### src/rtl/led_pio_sequencer.sv
// -----------------------------------------------------------------------------
// led_pio_sequencer
//   Autonomous LED pattern sequencer. A CPU-facing Avalon-MM control slave sets
//   the pattern mode, step period and enable. An Avalon-MM write master issues
//   exactly one PIO data-register write per pattern step, so LED animation runs
//   without software involvement.
//
// Parameters
//   TICK_DIV  clk cycles per base tick (>= 2)
//   DATA_W    LED/pattern width (only 8 is supported)
//   PIO_ADDR  word address of the PIO data register, driven on m_address
//
// Ports
//   clk, reset                 rising-edge clock, synchronous active-high reset
//   address/chipselect/write_n/writedata/readdata   control slave
//       0 CTRL   [0] EN, [2:1] MODE, [3] IRQ enable (only with LED_SEQ_IRQ_EN)
//       1 PERIOD step interval = PERIOD+1 base ticks
//       2 STATUS [0] busy, [1] wrap_flag (read-only, any write clears wrap_flag)
//       3 current pattern (read-only)
//   m_address/m_chipselect/m_write_n/m_writedata/m_waitrequest   write master
//   irq                        level pattern-wrap interrupt
//
// Configuration
//   `define LED_SEQ_IRQ_EN : irq = wrap_flag & CTRL[3]; otherwise irq is tied 0
//   and CTRL[3] is neither stored nor read back.
// -----------------------------------------------------------------------------
module led_pio_sequencer #(
  parameter int unsigned TICK_DIV = 50000,
  parameter int unsigned DATA_W   = 8,
  parameter logic [1:0]  PIO_ADDR = 2'd0
) (
  input  logic              clk,
  input  logic              reset,
  input  logic [1:0]        address,
  input  logic              chipselect,
  input  logic              write_n,
  input  logic [DATA_W-1:0] writedata,
  output logic [DATA_W-1:0] readdata,
  output logic [1:0]        m_address,
  output logic              m_chipselect,
  output logic              m_write_n,
  output logic [DATA_W-1:0] m_writedata,
  input  logic              m_waitrequest,
  output logic              irq
);

  localparam int unsigned PW = (TICK_DIV > 1) ? $clog2(TICK_DIV) : 1;
  localparam logic [PW-1:0] TICK_LAST = PW'(TICK_DIV - 1);
  localparam logic [DATA_W-1:0] PAT_ZERO = '0;
  localparam logic [DATA_W-1:0] PAT_ALL  = '1;
  localparam logic [DATA_W-1:0] PAT_ONE  = DATA_W'(1);
  localparam logic [DATA_W-1:0] PAT_TOP  = PAT_ONE << (DATA_W - 1);

  typedef enum logic [1:0] {S_IDLE, S_WRITE, S_WAIT} state_t;
  typedef enum logic [1:0] {MODE_WALK, MODE_BOUNCE, MODE_BLINK, MODE_COUNT} mode_t;

  state_t state, state_next;

  // Control-slave registers
  logic              ctrl_en;
  mode_t             ctrl_mode;
  logic              ctrl_irq_bit;
  logic [DATA_W-1:0] period;
  logic              wrap_flag;

  // Sequencer datapath
  logic [DATA_W-1:0] pattern, pat_next;
  mode_t             run_mode, run_mode_next;   // mode that produced the current pattern
  logic              bounce_down, down_next;
  logic [PW-1:0]     presc;
  logic [DATA_W-1:0] interval;
  logic              tick, wrap_evt, cnt_clear, cnt_adv;

  logic  slave_wr, ctrl_wr, period_wr, status_wr;
  logic  start_en;
  mode_t start_mode;

  assign slave_wr  = chipselect & ~write_n;
  assign ctrl_wr   = slave_wr & (address == 2'd0);
  assign period_wr = slave_wr & (address == 2'd1);
  assign status_wr = slave_wr & (address == 2'd2);

  // Starting from IDLE looks through the CTRL write so the first beat appears
  // on the cycle right after the EN=1 write.
  assign start_en   = ctrl_wr ? writedata[0] : ctrl_en;
  assign start_mode = ctrl_wr ? mode_t'(writedata[2:1]) : ctrl_mode;
  assign tick       = (presc == TICK_LAST);

  function automatic logic [DATA_W-1:0] seed_of(input mode_t m);
    case (m)
      MODE_BLINK: seed_of = PAT_ALL;
      MODE_COUNT: seed_of = PAT_ZERO;
      default:    seed_of = PAT_ONE;
    endcase
  endfunction

  always_ff @(posedge clk) begin
    // NOTE: sequential state uses non-blocking assignments so every register
    // samples the pre-edge values of its neighbours.
    if (reset) state <= S_IDLE;
    else       state <= state_next;
  end

  always_comb begin
    // NOTE: every signal written here gets a default first; a path that left
    // one unassigned would infer a latch.
    state_next    = state;
    pat_next      = pattern;
    down_next     = bounce_down;
    run_mode_next = run_mode;
    wrap_evt      = 1'b0;
    cnt_clear     = 1'b0;
    cnt_adv       = 1'b0;
    case (state)
      S_IDLE: begin
        cnt_clear = 1'b1;
        if (start_en) begin
          state_next    = S_WRITE;
          pat_next      = seed_of(start_mode);
          down_next     = 1'b0;
          run_mode_next = start_mode;
        end
      end
      S_WRITE: begin
        // Counters are frozen here, so a stall stretches the step.
        if (!m_waitrequest) state_next = ctrl_en ? S_WAIT : S_IDLE;
      end
      S_WAIT: begin
        if (!ctrl_en) begin
          state_next = S_IDLE;
          cnt_clear  = 1'b1;
        end else if (tick && (interval >= period)) begin
          state_next = S_WRITE;
          cnt_clear  = 1'b1;
          if (ctrl_mode != run_mode) begin
            // Mode changed while running: restart from the new mode's seed.
            pat_next      = seed_of(ctrl_mode);
            down_next     = 1'b0;
            run_mode_next = ctrl_mode;
          end else begin
            case (run_mode)
              MODE_WALK: begin
                pat_next = {pattern[DATA_W-2:0], pattern[DATA_W-1]};
                wrap_evt = (pattern == PAT_TOP);
              end
              MODE_BOUNCE: begin
                if (bounce_down) begin
                  pat_next = pattern >> 1;
                  if (pat_next == PAT_ONE) begin
                    wrap_evt  = 1'b1;
                    down_next = 1'b0;
                  end
                end else if (pattern == PAT_TOP) begin
                  pat_next  = pattern >> 1;
                  down_next = 1'b1;
                end else begin
                  pat_next = pattern << 1;
                end
              end
              MODE_BLINK: begin
                pat_next = ~pattern;
                wrap_evt = (pattern == PAT_ZERO);
              end
              default: begin
                pat_next = pattern + 1'b1;
                wrap_evt = (pattern == PAT_ALL);
              end
            endcase
          end
        end else begin
          cnt_adv = 1'b1;
        end
      end
      default: state_next = S_IDLE;
    endcase
  end

  always_ff @(posedge clk) begin
    if (reset) begin
      pattern     <= PAT_ZERO;
      run_mode    <= MODE_WALK;
      bounce_down <= 1'b0;
      presc       <= '0;
      interval    <= '0;
    end else begin
      pattern     <= pat_next;
      run_mode    <= run_mode_next;
      bounce_down <= down_next;
      if (cnt_clear) begin
        presc    <= '0;
        interval <= '0;
      end else if (cnt_adv) begin
        if (tick) begin
          presc    <= '0;
          interval <= interval + 1'b1;
        end else begin
          presc <= presc + 1'b1;
        end
      end
    end
  end

  always_ff @(posedge clk) begin
    if (reset) begin
      ctrl_en   <= 1'b0;
      ctrl_mode <= MODE_WALK;
      period    <= '0;
      wrap_flag <= 1'b0;
    end else begin
      if (ctrl_wr) begin
        ctrl_en   <= writedata[0];
        ctrl_mode <= mode_t'(writedata[2:1]);
      end
      if (period_wr) period <= writedata;
      // A wrap in the same cycle as a STATUS write wins.
      if (wrap_evt)       wrap_flag <= 1'b1;
      else if (status_wr) wrap_flag <= 1'b0;
    end
  end

`ifdef LED_SEQ_IRQ_EN
  logic ctrl_irq_en;

  always_ff @(posedge clk) begin
    if (reset)        ctrl_irq_en <= 1'b0;
    else if (ctrl_wr) ctrl_irq_en <= writedata[3];
  end

  assign ctrl_irq_bit = ctrl_irq_en;
  assign irq          = wrap_flag & ctrl_irq_en;
`else
  assign ctrl_irq_bit = 1'b0;
  assign irq          = 1'b0;
`endif

  always_comb begin
    readdata = '0;
    case (address)
      2'd0:    readdata[3:0] = {ctrl_irq_bit, ctrl_mode, ctrl_en};
      2'd1:    readdata      = period;
      2'd2:    readdata[1:0] = {wrap_flag, state != S_IDLE};
      default: readdata      = pattern;
    endcase
  end

  assign m_address    = PIO_ADDR;
  assign m_chipselect = (state == S_WRITE);
  assign m_write_n    = (state != S_WRITE);
  assign m_writedata  = pattern;

endmodule

### config.mk
export PLATFORM = sky130hd
export DESIGN_NAME = led_pio_sequencer
export DESIGN_NICKNAME = d
export VERILOG_FILES = /design/src/rtl/led_pio_sequencer.sv
export SDC_FILE = /design/constraint.sdc
export NUM_CORES = 1
export LEC_CHECK = 0
export CAP_MARGIN = 20
export CORE_MARGIN = 5
export CORE_UTILIZATION = 30
export CTS_BUF_LIST = sky130_fd_sc_hd__clkbuf_4 sky130_fd_sc_hd__clkbuf_8
export DETAILED_ROUTE_END_ITERATION = 10
export PLACE_DENSITY = 0.56
export SYNTH_ARGS = -nofsm -noshare
export SYNTH_HDL_FRONTEND = slang
export SYNTH_SLANG_ARGS = --single-unit
### constraint.sdc
create_clock -name clk -period 4.4 [get_ports clk]
set_input_delay 0.44 -clock clk [delete_from_list [all_inputs] [get_ports clk]]
set_output_delay 0.44 -clock clk [all_outputs]
set_load 0.005 [all_outputs]
# Word level (Yosys, flattened, before mapping)

Index checks and enable logic that the tools add are counted.

$add $sub $neg: 3
Magnitude comparators: 1
Eq/ne operators: 23
Muxes and demuxes: 51
Bitwise operators: 6
Reductions and logical operators: 15

Operators by type and width:

| operator                                                              | number |
|---|---|
| 8-bit two-way mux                                                     | 6 |
| 8-bit one-hot mux with 2 select lines                                 | 3 |
| 8-bit one-hot mux with 3 select lines                                 | 1 |
| 1-bit two-way mux                                                     | 22 |
| 2-bit two-way mux                                                     | 10 |
| 2-bit one-hot mux with 3 select lines                                 | 3 |
| 16-bit by 1-bit adder with 16-bit output, second input constant       | 1 |
| 8-bit by 1-bit adder with 8-bit output, second input constant         | 2 |
| 16-bit equality test, second input constant                           | 1 |
| 8-bit equality test, second input constant                            | 2 |
| 16-bit two-way mux                                                    | 1 |
| 2-bit equality test, second input constant                            | 7 |
| 2-bit != test, second input constant                                  | 5 |
| 5-bit AND reduction                                                   | 2 |
| 8-bit >= comparator                                                   | 1 |
| 8-bit zero test                                                       | 1 |
| 8-bit inverter                                                        | 1 |
| 4-bit one-hot mux with 2 select lines                                 | 1 |
| 7-bit by 1-bit equality test with 1-bit output, second input constant | 1 |
| 2-bit by 1-bit equality test with 1-bit output, second input constant | 3 |
| 2-bit zero test                                                       | 3 |
| 3-bit != test, second input constant                                  | 2 |
| 2-bit nonzero test                                                    | 3 |
| 1-bit bitwise AND                                                     | 4 |
| other kinds (11)                                                      | 13 |

Register bits after elaboration: 49
Output and inout bits: 21
Logic and storage cells: 109

# Logic depth before layout (Yosys ltp)

Depth in word-level cells: 9
Gate-level depth with buffers: 9

# Worst setup path after synthesis

OpenSTA, ideal clock, no wires.

Kind: reg2reg
From: register interval[0]
To: register interval[7]
Library setup time: 0.128 ns
Arrival: 2.163 ns
Required time: 4.272 ns
Slack: 2.110 ns
Stages on the path, launching flop included: 10
Path buffers: 1
Clock period less this slack: 2.290 ns
Path through: dfxtp_1 > inv_1 > ha_1 > nand2b_1 > a2111oi_1 > o311a_1 > clkbuf_1 > nand4_1 > xor2_1 > nor2_1

Longest elaborated chain between the ends: 6

Ends and longest elaborated chain:

| item                                                                              | line | source |
|---|---|---|
| start: declaration                                                                | 71   | `logic [DATA_W-1:0] interval;` |
| start signal: assignment                                                          | 195  | `interval <= interval + 1'b1;` |
| 8-bit >= comparator                                                               | 132  | `end else if (tick && (interval >= period)) begin` |
| 1-bit logical AND                                                                 | 132  |  |
| 1-bit two-way mux                                                                 | 132  |  |
| 1-bit two-way mux                                                                 | 129  | `if (!ctrl_en) begin` |
| 1-bit one-hot mux with 2 select lines / 1-bit two-way mux (equally long branches) | 114  | `case (state)` |
| 2-bit OR reduction (no line) / 2-bit AND reduction (equally long branches)        | n/a  |  |

Several ways; a longest one is shown, not always the timed one.
A chain may end at the register's enable or synchronous reset.

# Worst setup path in the final report

From: input address[1]
To: register pattern[1], in the netlist m_writedata[1]

Longest elaborated chain between the ends: 7

Ends and longest elaborated chain:

| item                                  | line | source |
|---|---|---|
| start: declaration                    | 34   | `input logic [1:0] address,` |
| 2-bit zero test *                     | 79   | `assign ctrl_wr = slave_wr & (address == 2'd0);` |
| 1-bit bitwise AND *                   | 79   |  |
| 2-bit two-way mux                     | n/a  |  |
| 2-bit equality test                   | 90   | `case (m)` |
| 8-bit one-hot mux with 2 select lines | 90   |  |
| 8-bit two-way mux                     | 117  | `if (start_en) begin` |
| 8-bit one-hot mux with 2 select lines | 114  |  |
| end signal: assignment                | 186  | `pattern <= pat_next;` |
| end: declaration                      | 67   | `logic [DATA_W-1:0] pattern, pat_next;` |

Every way passes the cells marked *; elsewhere a longest branch is shown, timed or not. The select of a mux whose other input is x is not followed.

==> out/metrics.cfg <==
[run_status]
outcome=finished, final reports clean

[timing]
rsz0062_at_grt=no
fmax_ghz=0.347
final.setup_skew_ns=0.0105
postLayoutSetupSlackWorst_ns=1.52
final.setup.tns_ns=0
post-route-min-period_ns=2.88
finalSetupViolCount=0
tightest_slew_ns=1.01
slew_violations=0
max_slew_margin_pct=32.7
finalHoldViolations=0
fin_crit_sh_pct=65.6

[cells_and_area]
fillCellCount=1152
insertedDiodeCount=0
nets=442
area_growth_pct=15.0
drive_gt1_share_pct=5.53

[global_routing]
grt_max_degree=30
gr-total-overflow=0
grt_pass1_vias=2723
grt_pass1_wl_mm=14.3
antenna_found_initial=0
grt_usage_pct=13.2

[drt]
drc_errors=0
wire_per_inst_um=15.2
routed_wl_mm=8.46
vias=2905
vias_per_cell=5.22
ant_nets=0
detail_route.first_pass.iterations=5
drtIter0Drc=300

[setup_path]
cp-end-kind=register
cp_cell_sequence=clkdlybuf4s50_1 -> or4b_1 -> nor2_2 -> mux2i_1 -> nor3b_1 -> a211oi_1
cp_data_required_time_ns=4.59
worst-setup-path-type=in2reg
r2r_slack_ns=1.68
path_max_fanout=13
startpoint_type=input port
cp.arrival_ns=3.07
slowest_stage=or4b_1
worst_path_largest_cell_delay_ns=0.77

[placed_design]
io_buffers=32
routabilityCongestion=0.788
dpl_worst_slack_ns=1.20
dp_hpwl_mm=6.16

[clock_network]
h-tree-depth=2
cts_setup_buffers=0
cts-buffers-inserted=5
cts_root_buffer=clkbuf_8
tritoncts=built
cts_sinks=49
worstSkewPairLatency_ns=0.31
clkTransAtPathRegs_ns=0.10
holdBufCountCts=0
cts_resized=0
clockBufferDepth=2

[die]
die-width_um=114
pin_count=36
rows=38
core_um2=10700
design.die.area_um2=13100
die_y_um=114
initial_core_util_pct=30.5

[power]
switchingPower_mw=0.226
power_frac_comb_pct=10.8
power.total_mw=0.897
swShare_pct=25.2
p_clk_share_pct=36.9
seqPwrFrac_pct=52.3
ir_worst_vdd_uv=111
p_int_mw=0.671
p_per_area_nw_per_um2=238
p_leak_nw=1.25

[synthesis]
ys_types=65
synth-seq-area-share_pct=30.0
syn_area_um2=3270
ys_warn_count=0
netlist_instances=406
syn-mean-instance-area_um2=8.06
async_reset_ff_share_pct=0
ys_seq_elements=49
synth_edf_count=0
ys.flop_type=dfxtp_1

[run]
maxCapViolations=0

[min_path]
min_path_type=reg2reg

==> synthesized netlist by cell type, types with 7 or more instances <==
library cell  count  area (um2)
xor2_1           17         149
xnor2_1          10        87.6
a311oi_1          7        61.3
a21oi_1          29         145
nand2_1          20        75.1
mux2i_1          14         140
nor2_1           50         188
ha_1             12         150
o21ai_0           9        45.0
inv_1            16        60.1
nor2b_1          11        68.8
nand4_1          13        81.3
clkbuf_1         24        90.1
nand3_1          14        70.1
nand2b_1         12        75.1
dfxtp_1          49         981
==> logic make-up after synthesis <==
group	Yosys count	share of synthesized area, %
compound gates	87	18.1
buf+inv	50	6.35
mux	16	5.66
other cells	1	0.115
simple gates	164	28.0
flops	49	30.0
xor+xnor	27	7.22
fa+ha+maj	12	4.59
==> stage by stage <==
stage / area, um2 / cells / utilization (%) / hold slack [ns]
floorplan: 3280 / 408 / - / 0.466
global placement: 3650 / 548 / 34.0 / 0.479
detailed placement: 3650 / 548 / 34.0 / 0.491
CTS: 3760 / 556 / 35.0 / 0.506
global route: 3760 / 556 / 35.0 / 0.549
finish: 3760 / 556 / 35.0 / 0.499
==> placed cells by master (no fill, tap or decap), types with 5 or more instances in the layout <==
cell             synthesis  routed
nor2_1                  50      50
nand4_1                 13      13
inv_1                   16      16
nand2b_1                12      12
clkbuf_8                 0       5
o21ai_0                  9       9
xnor2_1                 10      10
dfxtp_1                 49      49
nand3_1                 14      14
nand2_1                 20      20
a21oi_1                 29      29
clkdlybuf4s50_1          0      32
ha_1                    12      12
a311oi_1                 7       7
and3_1                   5       5
xor2_1                  17      17
mux2i_1                 14      14
nor2b_1                 11      11
==> worst paths after layout <==
path / cells after the start / to / start
worst max-delay path: 6 / m_writedata[1] / address[1]
worst min-delay path: 2 / presc[1] / presc[1]
worst max register to register: 7 / m_writedata[3] / interval[0]
worst min register to register: 2 / presc[1] / presc[1]
==> layer usage <==
layer / part of all wire (%) / global-route usage, %
met1: 50 / 19.6
met2: 45 / 19.9
met3: 4.3 / 2.01
met4: 1.1 / 3.40
met5: 0 / 0
==> state kept, by name (all words and copies together), names as in the netlist <==
register and count:
m_writedata 8, period 8, interval 8, run_mode 2
state 2, ctrl_en 1, presc 16, wrap_flag 1
bounce_down 1, ctrl_mode 2
==> critical path, delay by kind of cell <==
family	cells	cell delay [ns]
buffers and inverters	1	0.73
AOI/OAI and AO/OA	1	0.07
and+or+nand+nor	3	1.27
muxes	1	0.56
==> cell type report <==
type	instances	area, um2	area share [%]
flip-flops and latches	49	981	26.1
clock buffers	5	68.8	1.83
inverters	16	60.1	1.60
multi-input cells	309	2100	55.7
well taps	140	175	4.65
repair buffers	34	335	8.91
clock inverters	3	46.3	1.23
==> power groups by stage <==
stage / registers [mW] / clock network, mW / logic, mW
after floorplan: 0.464 / 0 / 0.0708
after global placement: 0.479 / 0 / 0.0955
after detailed placement: 0.479 / 0 / 0.0963
after CTS: 0.469 / 0.343 / 0.0969
after global routing: 0.471 / 0.364 / 0.107
final: 0.469 / 0.331 / 0.0967
Power figures use the tool's default switching activity.
==> RTL edit 1: new RTL, same settings <==
`TICK_DIV`: 50000 -> 200000.
--- a/src/rtl/led_pio_sequencer.sv
+++ b/src/rtl/led_pio_sequencer.sv
@@ -27,3 +27,3 @@
 module led_pio_sequencer #(
-  parameter int unsigned TICK_DIV = 50000,
+  parameter int unsigned TICK_DIV = 200000,
   parameter int unsigned DATA_W   = 8,
Check against the original RTL: same outputs for any inputs over 4 cycles, from zero or initial values and one cycle with reset high; that may be too few to reach the edited logic, so the function may still have changed.
==> RTL edit 1 against the original RTL <==
Area after synthesis grew 3.8%. Highest routed layer unchanged. Worst setup slack worse by 0.012 ns. Wire length is 0.12% higher. Die area increased by 3.5%. Power is 0.15% higher. Via count up 1.5%. Largest cell class unchanged. Non-clock buffer count is the same. Final area rose by 2.6%. Critical path depth grew 1. Sequential cell count increased by 2. Fmax fell by 0.41%. Clock skew decreased by 0.0025 ns.
==> RTL edit 1: results (changes against the original RTL) <==
stage,metric,value,unit,change
clocking,htree_levels,2,,unchanged
global_routing,use_met1,18.33,%,-1.3 points
power,powerComb,0.105,mW,+9%
synthesis,syn-mean-instance-area,8.309,sq um,+3.1%
cells_and_area,diodes,0,,unchanged
global_routing,use_met3,1.865,%,-0.14 points
critical_path,critPathSlowestCell,clkdlybuf4s50_1,,
status,status,"finished, final reports clean",,
synthesis,synth_area_leaders,"dfxtp_1 30%, nor2_1 6.4%, xor2_1 4.9%",,
clocking,ctsResizeCount,0,,unchanged
cells_and_area,fin_nets,447,,+1.1%
route,wl_met2,3867,microns,+1.7%
synthesis,synth-seq-area-share,30.04,%,+0.075 points
power,peakVddDrop,0.09918,mV,-11%
global_routing,gr-usage-met2,20.63,%,+0.69 points
critical_path,max_stage_delay,0.73,ns,-0.04 ns
hold_path,hp-class,flop to flop,,
place,gp_congestion,0.7817,,-0.82%
place,place_inst,553,,+0.91%
power,seq_cell_power,0.487,mW,+4%
synthesis,synth_top_area_share,30.04,%,+0.075 points
critical_path,arrival,3.08,ns,about the same
global_routing,grt_max_degree,29,,-3.3%
power,power.leakage,1.318,nW,+5.6%
global_routing,grt_pass1_vias,2772,,+1.8%
global_routing,grt_first_pass_wirelength,14350,microns,+0.29%
global_routing,grt.total_usage,12.98,%,-0.26 points
critical_path,crit_start,address[1],,
route,drt_iter0_drc,113,,-62%
critical_path,reg2reg_from,run_mode[1]$_SDFFE_PP0P_,,
hold_path,worstHoldStart,wrap_flag$_SDFFE_PP0P_,,
synthesis,synthTopCellsByCount,"58 x nor2_1, 51 x dfxtp_1, 29 x a21oi_1",,
cells_and_area,largest_register_ffs,18,,+2
power,power_switching,0.2270,mW,+0.53%
timing,slew_headroom,42.71,%,+10 points
cells_and_area,fill_cells,1154,,+0.17%
synthesis,yosysUniqueCellTypes,71,,+9.2%
cells_and_area,final_cell_count_no_fill,561,,+0.90%
route,highest_layer,met4,,
floorplan,design.die.area,13560,sq um,+3.5%
timing,clock_skew,0.008022,ns,-0.002471 ns
route,first_pass_iters,4,,-1
timing,slew_violations,0,,unchanged
route,ant_nets,0,,unchanged
clocking,clock_latency,0.30,ns,
place,io_buffers,32,,unchanged
route,routed_wl,8471,microns,+0.12%
cells_and_area,final_util,35.17,%,+0.13 points
global_routing,antenna_found_initial,0,,unchanged
route,met3_wirelength,293,microns,-19%
place,placedInstanceArea,3759,sq um,+3.0%
route,vias,2950,,+1.5%
route,met1_length,4194,microns,-0.14%
synthesis,async_reset_ff_share,0,%,unchanged
place,dpl.hpwl,6344,microns,+3.0%
cells_and_area,drive_gt1_share,7.126,%,+1.6 points
==> RTL edit 1: changes by cell type after synthesis, moves of 3 or more <==
cell,change
nand2b_1,-10
a211o_1,-3
nor2_1,+8
nor3_1,+6
clkbuf_1,-6
o211ai_1,+4
nand2_1,+3
buf_1,-3
nor2b_1,-3
buf_2,+4
nand4_1,-5
nor3b_1,-3
==> RTL edit 1: per-stage QoR <==
step / power, mW / setup WS, ns
after CTS: 0.9103 / 1.492
after detailed placement: 0.6025 / 1.161
after global placement: 0.6014 / 1.239
after global routing: 0.9391 / 1.262
final: 0.8979 / 1.503
after floorplan: 0.5620 / 2.293
==> RTL edit 1: final timing paths <==
| kind | to | slack, ns | cells past startpoint |
|---|---|---|---|
| min reg2reg | wrap_flag$_SDFFE_PP0P_ | 0.51 | 2 |
| max | m_writedata[7]$_SDFFE_PP0P_ | 1.50 | 7 |
| max reg2reg | m_writedata[1]$_SDFFE_PP0P_ | 1.89 | 4 |
| min | wrap_flag$_SDFFE_PP0P_ | 0.51 | 2 |
==> RTL edit 1: kinds of logic (layout without fill, tap and decap cells) <==
kind of cell,count (synthesis),count (layout),share of synthesized area [%]
other cells,1,3,0.1104
buf+inv,50,60,6.811
mux,15,15,5.265
simple gates,159,159,26.51
flops,51,51,30.04
xor+xnor,28,28,7.217
fa+ha+maj,12,12,4.418
compound gates,93,93,19.62
==> RTL edit 1: cell type report <==
type | count | area share (%)
timing repair buffer | 34 | 8.682
tap | 140 | 4.535
multi-input combinational | 310 | 55.91
clock buffer | 8 | 2.689
inverter | 18 | 1.749
sequential | 51 | 26.43
==> RTL edit 1: worst register-to-register path, stage by stage (launching register included) <==
cell and delay, ns:
dfxtp_1 0.89, xnor2_1 0.23, nand3_1 0.48, or3_1 0.58, a311oi_1 0.26
==> RTL edit 2: new RTL, config.mk and constraints unchanged <==
Without the edit above. Build with the macro `LED_SEQ_IRQ_EN` defined.
--- a/src/rtl/led_pio_sequencer.sv
+++ b/src/rtl/led_pio_sequencer.sv
@@ -26,2 +26,4 @@
 // -----------------------------------------------------------------------------
+`define LED_SEQ_IRQ_EN
+
 module led_pio_sequencer #(
Formal check against the unedited RTL: not equivalent (Yosys sat finds a counterexample within 4 cycles, from zero or initial values and one cycle with reset high).
==> RTL edit 2 against the original RTL <==
Via count rose by 2.1%. Area after synthesis down 2.1%. Final area decreased by 1.7%. Power is 6.2% lower. Worst setup slack got worse by 0.16 ns. Sequential cell count is 1 higher. Wire length decreased by 2.3%. Utilization is 0.65 points higher. First-iteration DRC count shrank 36%. Critical path type unchanged. Largest power group unchanged.
==> RTL edit 2: results (changes against the original RTL) <==
stage,metric,value,unit,change
cells_and_area,fill_cells,1112,,-3.5%
cells_and_area,final_util,35.69,%,+0.65 points
route,routed_via_density,5.248,,+0.44%
route,met3_wirelength,302,microns,-17%
global_routing,grt.total_usage,12.98,%,-0.26 points
critical_path,r2r-end,interval[0]$_SDFFE_PP0P_,,
power,power_switching,0.2115,mW,-6.3%
power,seq_cell_power,0.476,mW,+1%
clocking,cts.sinks,50,,+2.0%
timing,slew_headroom,36.76,%,+4.1 points
cells_and_area,final_cell_count_no_fill,565,,+1.6%
global_routing,grt_first_pass_wirelength,13860,microns,-3.1%
synthesis,synth-seq-area-share,31.25,%,+1.3 points
global_routing,grt_pass1_vias,2772,,+1.8%
place,placedInstanceArea,3613,sq um,-0.99%
timing,holdWs,0.4901,ns,-0.009125 ns
cells_and_area,n_clock_buffer,6,,+1
synthesis,syn-mean-instance-area,7.737,sq um,-4.0%
synthesis,synth_xor_area_share,6.562,%,-0.66 points
synthesis,netlist_instances,414,,+2.0%
place,place_ws,1.033,ns,-0.1624 ns
route,drt_iter0_drc,191,,-36%
route,wl_met2,3752,microns,-1.3%
critical_path,ff2ff_path_depth,8,,+1
synthesis,synth_mux_area_share,5.508,%,-0.15 points
place,io_buffers,33,,+3.1%
synthesis,synthTopCellsByCount,"62 x nor2_1, 50 x dfxtp_1, 36 x a21oi_1",,
global_routing,grt_max_degree,29,,-3.3%
cells_and_area,multi_input_gates,314,,+1.6%
critical_path,critPathSlowestCell,clkdlybuf4s50_1,,
critical_path,arrival,3.25,ns,+0.18 ns
power,peakVddDrop,0.09848,mV,-12%
cells_and_area,num-nonclk-buffers,36,,+5.9%
status,status,"finished, final reports clean",,
cells_and_area,regArea,1001,sq um,+2.0%
critical_path,reg2reg_slack,1.58,ns,-0.10 ns
RTL edit 2: changes by cell type in the layout (fill, tap and decap cells not counted), moves of 3 or more:
cell      change
nand2b_1      -7
nand4_1       -3
and3_1        -3
inv_1         +7
o22ai_1       -3
nand2_1       +3
nand3_1       +8
xnor2_1      +13
o21ai_0       +6
xor2_1       -16
nor2_1       +12
a21oi_1       +7
nor3_1        +5
nor2b_1       -4
RTL edit 2: worst max-delay path by stage:
stage | start | end
final | address[1] | run_mode[1]$_SDFFE_PP0P_
after floorplan | interval[0]$_SDFFE_PP0P_ | interval[6]$_SDFFE_PP0P_
after global routing | address[1] | run_mode[1]$_SDFFE_PP0P_
after global placement | address[1] | run_mode[1]$_SDFFE_PP0P_
after detailed placement | address[1] | run_mode[1]$_SDFFE_PP0P_
after CTS | address[1] | run_mode[1]$_SDFFE_PP0P_
